--- src/rtl/spi_arbiter.sv ---
// Round-robin arbiter sharing one SPI shift engine between NUM_REQ requesters.
// Define SPI_ARB_TIMEOUT_EN to add the done-wait timeout counter and the ERROR path.
module spi_arbiter #(
  parameter int NUM_REQ = 4,
  parameter int TO_W    = 12
) (
  input  logic                   clk_i,
  input  logic                   reset_i,
  input  logic [NUM_REQ-1:0]     req_i,
  input  logic [32*NUM_REQ-1:0]  wdat_i,
  input  logic [2*NUM_REQ-1:0]   sel_i,
  output logic [NUM_REQ-1:0]     ack_o,
  output logic [NUM_REQ-1:0]     err_o,
  output logic [31:0]            rdat_o,
  output logic [NUM_REQ-1:0]     gnt_o,
  output logic                   busy_o,
  output logic [31:0]            spi_o,
  output logic [1:0]             spi_sel_o,
  output logic                   spi_start_o,
  input  logic                   spi_done_i,
  input  logic [31:0]            spi_i
);
  localparam int PW = (NUM_REQ > 1) ? $clog2(NUM_REQ) : 1;

  localparam logic [2:0] IDLE     = 3'd0;
  localparam logic [2:0] LAUNCH   = 3'd1;
  localparam logic [2:0] SHIFT    = 3'd2;
  localparam logic [2:0] COMPLETE = 3'd3;
  localparam logic [2:0] ERROR    = 3'd4;

  logic [2:0]                    state;
  logic [PW-1:0]                 ptr;
  logic [PW-1:0]                 win;
  logic                          found;
  logic                          to_hit;
  logic [NUM_REQ-1:0][31:0]      wdat_a;
  logic [NUM_REQ-1:0][1:0]       sel_a;

  assign wdat_a = wdat_i;
  assign sel_a  = sel_i;

  // First set request searching upward from ptr+1, wrapping at NUM_REQ.
  always_comb begin
    win   = '0;
    found = 1'b0;
    for (int i = 1; i <= NUM_REQ; i++) begin
      int k;
      k = (int'(ptr) + i) % NUM_REQ;
      if (!found && req_i[PW'(k)]) begin
        found = 1'b1;
        win   = PW'(k);
      end
    end
  end

  assign busy_o      = (state != IDLE);
  assign spi_start_o = (state == LAUNCH) || (state == SHIFT);
  assign ack_o       = (state == COMPLETE) ? gnt_o : '0;

`ifdef SPI_ARB_TIMEOUT_EN
  logic [TO_W-1:0] to_cnt;

  // Fires on the edge that brings the counter to all-ones.
  assign to_hit = (to_cnt == {{(TO_W-1){1'b1}}, 1'b0});
  assign err_o  = (state == ERROR) ? gnt_o : '0;

  always_ff @(posedge clk_i or posedge reset_i) begin
    if (reset_i)
      to_cnt <= '0;
    else if (state == IDLE)
      to_cnt <= '0;
    else if ((state == LAUNCH || state == SHIFT) && !(&to_cnt))
      to_cnt <= to_cnt + 1'b1;
  end
`else
  assign to_hit = (TO_W < 0);
  assign err_o  = '0;
`endif

  always_ff @(posedge clk_i or posedge reset_i) begin
    if (reset_i) begin
      state     <= IDLE;
      gnt_o     <= '0;
      rdat_o    <= '0;
      spi_o     <= '0;
      spi_sel_o <= '0;
      ptr       <= PW'(NUM_REQ - 1);
    end else begin
      case (state)
        IDLE: if (found) begin
          gnt_o     <= NUM_REQ'(1) << win;
          spi_o     <= wdat_a[win];
          spi_sel_o <= sel_a[win];
          ptr       <= win;
          state     <= LAUNCH;
        end
        // Done low counts as acceptance even if the engine was already busy.
        LAUNCH: if (!spi_done_i) state <= SHIFT;
                else if (to_hit) state <= ERROR;
        SHIFT: if (spi_done_i) begin
          rdat_o <= spi_i;
          state  <= COMPLETE;
        end else if (to_hit) state <= ERROR;
        COMPLETE, ERROR: begin
          gnt_o <= '0;
          state <= IDLE;
        end
        default: state <= IDLE;
      endcase
    end
  end
endmodule

--- config.mk ---
export PLATFORM = sky130hd
export DESIGN_NAME = spi_arbiter
export DESIGN_NICKNAME = d
export VERILOG_FILES = /design/src/rtl/spi_arbiter.sv
export SDC_FILE = /design/constraint.sdc
export NUM_CORES = 1
export LEC_CHECK = 0
export ABC_AREA = 0
export CORE_ASPECT_RATIO = 1.2
export CORE_UTILIZATION = 36
export CTS_CLUSTER_SIZE = 12
export DETAILED_ROUTE_END_ITERATION = 7
export GPL_TIMING_DRIVEN = 0
export PLACE_DENSITY = 0.8
export SYNTH_ARGS = -nofsm -noshare
export SYNTH_HDL_FRONTEND = slang
export SYNTH_SLANG_ARGS = --single-unit
export TNS_END_PERCENT = 20
--- constraint.sdc ---
create_clock -name clk_i -period 3.3 [get_ports clk_i]
set_input_delay 0.66 -clock clk_i [delete_from_list [all_inputs] [get_ports clk_i]]
set_output_delay 0.66 -clock clk_i [all_outputs]
set_load 0.02 [all_outputs]
=== Word-level counts from Yosys, hierarchy flattened ===
Cells that the tools add are included.

* Bits in registers: 75
* Word-level logic and storage cells: 69
* Input bits: 175

* Order comparisons: 5
* Add/subtract/negate cells: 4
* Equality and inequality tests: 7
* Multiplexer cells: 31
* Reductions and logical operators: 15
* Shift operators: 1

{| class="wikitable"
|+ Operators with widths
! operator !! count
|-
| $bmux W32 S2 || 1
|-
| $mux W32 || 1
|-
| $lt A2 B4 Y1 const B || 4
|-
| $mux W1 || 12
|-
| $mux W2 || 5
|-
| $mux W3 || 3
|-
| $pmux W3 S3 || 1
|-
| $bmux W1 S2 || 4
|-
| $mux W4 || 2
|-
| $pmux W4 S2 || 1
|-
| $eq A3 B2 Y1 const B || 2
|-
| $ne A2 B2 Y1 const B || 3
|-
| $reduce_and A2 Y1 || 3
|-
| $add A2 B1 Y2 const B || 2
|-
| $add A2 B2 Y2 const B || 2
|-
| $bmux W2 S2 || 1
|-
| $shl A1 B2 Y4 const A || 1
|-
| $eq A3 B1 Y1 const B || 1
|-
| $eq A3 B3 Y1 const B || 1
|-
| $logic_and A1 B1 Y1 || 3
|-
| $logic_not A1 Y1 || 3
|-
| $logic_not A3 Y1 || 1
|-
| $lt A2 B3 Y1 const B || 1
|-
| $reduce_and A3 Y1 || 1
|-
| other kinds (4) || 4
|}

=== Logic depth before layout (Yosys ltp) ===
* Depth after elaboration: 17
* Depth in mapped cells: 9
* Mapped depth without buffers: 6

=== Worst setup path after synthesis ===
No wires, ideal clock.

* Path kind: input port to flip-flop
* Start point: input port req_i[1]
* End point: register spi_o[10]
* Stages on the path: 7
* Setup time: 0.127 ns
* Setup slack: 1.269 ns
* Data arrival time: 1.904 ns
* Path through: clkbuf_1 nor2_1 o221a_2 clkbuf_1 buf_2 a221oi_2 a21oi_1

* Cells in the longest elaborated chain, start to end: 15
* Elaborated cells on any way between the ends: 29
* Classes of those cells: mux: 22; reduce/logical: 7

{| class="wikitable"
|+ Ends and longest elaborated chain
! element !! RTL line !! source
|-
| start: declaration || 9 || <nowiki>input logic [NUM_REQ-1:0] req_i,</nowiki>
|-
| $bmux W1 S2 || 49 || <nowiki>if (!found && req_i[PW'(k)]) begin</nowiki>
|-
| $mux W1 (implied by the code) (2 in a row) || 49 ||
|-
| $mux W1 || 49 ||
|-
| $logic_not A1 Y1 || 49 ||
|-
| $logic_and A1 B1 Y1 || 49 ||
|-
| $mux W1 || 49 ||
|-
| $logic_not A1 Y1 || 49 ||
|-
| $logic_and A1 B1 Y1 || 49 ||
|-
| $mux W1 || 49 ||
|-
| $logic_not A1 Y1 || 49 ||
|-
| $logic_and A1 B1 Y1 || 49 ||
|-
| $mux W2 || 49 ||
|-
| $bmux W32 S2 || 92 || <nowiki>spi_o <= wdat_a[win];</nowiki>
|-
| $mux W32 (implied by the code) || 92 ||
|-
| end signal: assignment || 92 ||
|-
| end: declaration || 17 || <nowiki>output logic [31:0] spi_o,</nowiki>
|}

Several ways; a longest one is shown, not always the timed one. The select of a mux whose other input is x is not followed.
A chain may end at the register's enable or synchronous reset.

=== Worst setup path in the final report ===
* Start point: register state[0]
* End point: output port busy_o

* Cells in the longest elaborated chain, start to end: 1

{| class="wikitable"
|+ Ends and longest elaborated chain
! element !! RTL line !! source
|-
| start: declaration || 31 || <nowiki>logic [2:0] state;</nowiki>
|-
| start signal: assignment || 82 || <nowiki>state <= IDLE;</nowiki>
|-
| start signal: assignment || 95 || <nowiki>state <= LAUNCH;</nowiki>
|-
| start signal: assignment || 98 || <nowiki>LAUNCH: if (!spi_done_i) state <= SHIFT;</nowiki>
|-
| $reduce_bool A3 Y1 || 56 || <nowiki>assign busy_o = (state != IDLE);</nowiki>
|-
| end: declaration || 16 || <nowiki>output logic busy_o,</nowiki>
|}

No other way between the ends.

==> flow_metrics.tcl <==
set metrics [dict create \
    ios 255 \
    grt_pass1_vias 4144 \
    end_kind "output pin" \
    worst_clock_skew_ps 7.89 \
    synth_top_area_share_pct 46.5 \
    max_stage_delay_ps 650 \
    die_area_um2 11200 \
    r2r_cells 6 \
    ys_ff_latch 74 \
    layout-drive-gt1-share_pct 16.6 \
    period_minus_slack_ps 2600 \
    place_congestion 0.842 \
    cts.clk_slew.worst_paths_ps 60 \
    crit_type "flip-flop to output pin" \
    met2_usage_pct 42.3 \
    area_delta_synth_final_pct 76.8 \
    postCtsHoldBufs 0 \
    arrival_ps 1940 \
    yosysMostFrequentCell "dfrtp_1" \
    p_per_area_nw_per_um2 896 \
    track_usage_pct 24.9 \
    dr.pass1.iters 4 \
    hp-start "rdat_o[12]" \
    rows 41 \
    die_h_um 116 \
    cts_buffer_depth 2 \
    die_w_um 96.7 \
    post-cts-setup-buffers 0 \
    slowest_stage "clkdlybuf4s50_1" \
    htree_levels 3 \
    cts_tree "done" \
    synthTopCellsByCount "dfrtp_1 (72), nor2_1 (40), a21oi_1 (36)" \
    path_cells "inv_1 -> ha_1 -> buf_2 -> inv_1 -> clkdlybuf4s50_1" \
    via_per_inst 5.36 \
    wl_per_cell_um 19.2 \
    hold_end "rdat_o[12]" \
    post_cts_resized 0 \
    coreArea_um2 10500 \
    hold_class "flip-flop to flip-flop" \
    grt_start_max_net_pins 71 \
    synth.largest_area_cell "dfrtp_1" \
    relSlewSlack_pct 52.3 \
    status "complete, no violations" \
    clk_latency_ps 330 \
    clockRootBuffer "clkbuf_16" \
    ys_types 36 \
    power.leakage_nw 2.75 \
    finalSetupViolations 0 \
    ir_worst_vdd_mv 0.601 \
    busiest_layer "met2" \
    io_buffers 247 \
    stdcell_count 739 \
    crit_fanout 8 \
    ant_nets 0 \
    cap_violations 0 \
    synth_area_um2 3870 \
    reg2reg_slack_ps 960 \
    overflow 0 \
    slew_viol_final 0 \
    cp_common_cell "inv_1" \
    grt_pass1_wl_um 21600 \
    syn_inst 342 \
    cts_sinks 74 \
    syn_area_per_cell_um2 11.3 \
    drt_iter0_drc 254 \
    grtUsageMet1_pct 27.9 \
    vias 3958 \
    drc 0 \
    max_freq_mhz 385 \
    hold_path_depth 1 \
    rsz0062_at_grt "false" \
    synth-main-ff-cell "dfrtp_1" \
    place_area_um2 6550 \
    design.final.nets 784 \
    hold_violations 0 \
    path_depth 5 \
    synthTopCellsByArea "dfrtp_1 (47%), a221oi_2 (11%), mux2_2 (9.3%), a22oi_1 (6.6%), a21oi_1 (4.7%)" \
    ys_seq_area_share_pct 47.9 \
    path_buf_inv 4 \
    synth_warnings 0 \
    antenna_found_initial 3 \
    dp.cells 722 \
    r2r_end "spi_o[1]" \
    start_util_pct 36.8 \
    place_hpwl_um 10900 \
    cts_buffers 9 \
    crit_path_start_kind "flip-flop" \
    async_flop_share_pct 100 \
    cp_data_required_time_ps 2640 \
    tightest_slew_ps 713 \
    grt_use_met3_pct 9.77 \
    wl_um 14200 \
    fin_crit_sh_pct 78.7 \
    regToRegStartpoint "ptr[0]" \
    cp_top_family "buffers and inverters" \
    final_cell_area_um2 6850 \
    synth_edf_count 0 \
]
==> per-stage QoR <==
| stage | worst slack [ps] | hold WS, ps | utilization (%) | setup TNS (ps) | power (mW) |
|---|---|---|---|---|---|
| detailed placement | 451 | 492 | 62.3 | 0 | 5.17 |
| floorplan | 762 | 509 | - | 0 | 3.59 |
| CTS | 688 | 505 | 65.1 | 0 | 6.18 |
| global placement | -541 | 488 | 62.0 | -38570 | 5.06 |
| finish | 704 | 504 | 65.1 | 0 | 6.13 |
| global route | 618 | 521 | 65.1 | 0 | 6.50 |
==> flip-flops by register name (all words and copies together), names as in the netlist <==
| register | cells |
|---|---|
| rdat_o | 32 |
| spi_sel_o | 2 |
| ptr | 2 |
| spi_o | 32 |
| gnt_o | 4 |
| state | 2 |
==> power breakdown <==
| part | internal (mW) | switching, mW |
|---|---|---|
| sequential | 1.38 | 0.248 |
| combinational | 1.68 | 1.84 |
| clock | 0.606 | 0.371 |
==> metal layers <==
layer / wire length [um] / vias up
met5: 27 / -
met2: 7110 / 179
li1: - / 1803
met1: 5330 / 1935
met4: 463 / 4
met3: 1230 / 37
==> worst register-to-register path: stages (launching register included) <==
cell      delay (ps)
dfstp_2          510
clkbuf_1         320
a21oi_1          170
o31ai_4          450
clkbuf_1         460
a22oi_1          180
a21oi_1          180
==> cell type report <==
| class | instances | area (um2) |
|---|---|---|
| buffer | 34 | 186 |
| tap | 129 | 161 |
| clock inverter | 4 | 51.3 |
| inverter | 8 | 32.5 |
| clock buffer | 12 | 246 |
| timing repair buffer | 248 | 2500 |
| antenna | 1 | 2.50 |
| sequential | 74 | 1850 |
| multi-input combinational | 229 | 1810 |
| fill | 821 | 3670 |
==> logic make-up after synthesis <==
family                     Yosys count  synth area share [%]
adders and majority gates            5                  1.62
AOI/OAI and AO/OA                  129                  28.6
buffers and inverters               42                  5.59
other                                1                0.0968
DFF                                 74                  47.9
muxes                               34                  9.82
and+or+nand+nor                     57                  6.36
==> worst max-delay path by stage <==
stage,from,endpoint,slack (ps)
2_1_floorplan,reset_i,gnt_o[0],760
3_3_place_gp,reset_i,spi_o[19],-540
3_5_place_dp,req_i[2],spi_o[11],450
4_1_cts,state[0],busy_o,690
5_1_grt,state[0],busy_o,620
6_report,state[0],busy_o,700
==> cell usage in the layout (no fill, tap or decap), drive strengths merged, types with 2 or more instances in the layout <==
cell type / synthesis / routed
a21oi: 36 / 36
a221oi: 36 / 36
a22o: 3 / 3
a22oi: 34 / 34
a32oi: 2 / 2
and2: 4 / 4
buf: 21 / 22
clkbuf: 13 / 25
clkdlybuf4s50: 0 / 247
clkinv: 0 / 2
conb: 1 / 4
dfrtp: 72 / 72
dfstp: 2 / 2
ha: 5 / 5
inv: 8 / 8
mux2: 32 / 32
mux2i: 2 / 2
nand2: 6 / 6
nor2: 41 / 41
nor2b: 3 / 3
o21ai: 9 / 9
No activity file was read; power rests on OpenSTA's default activity.
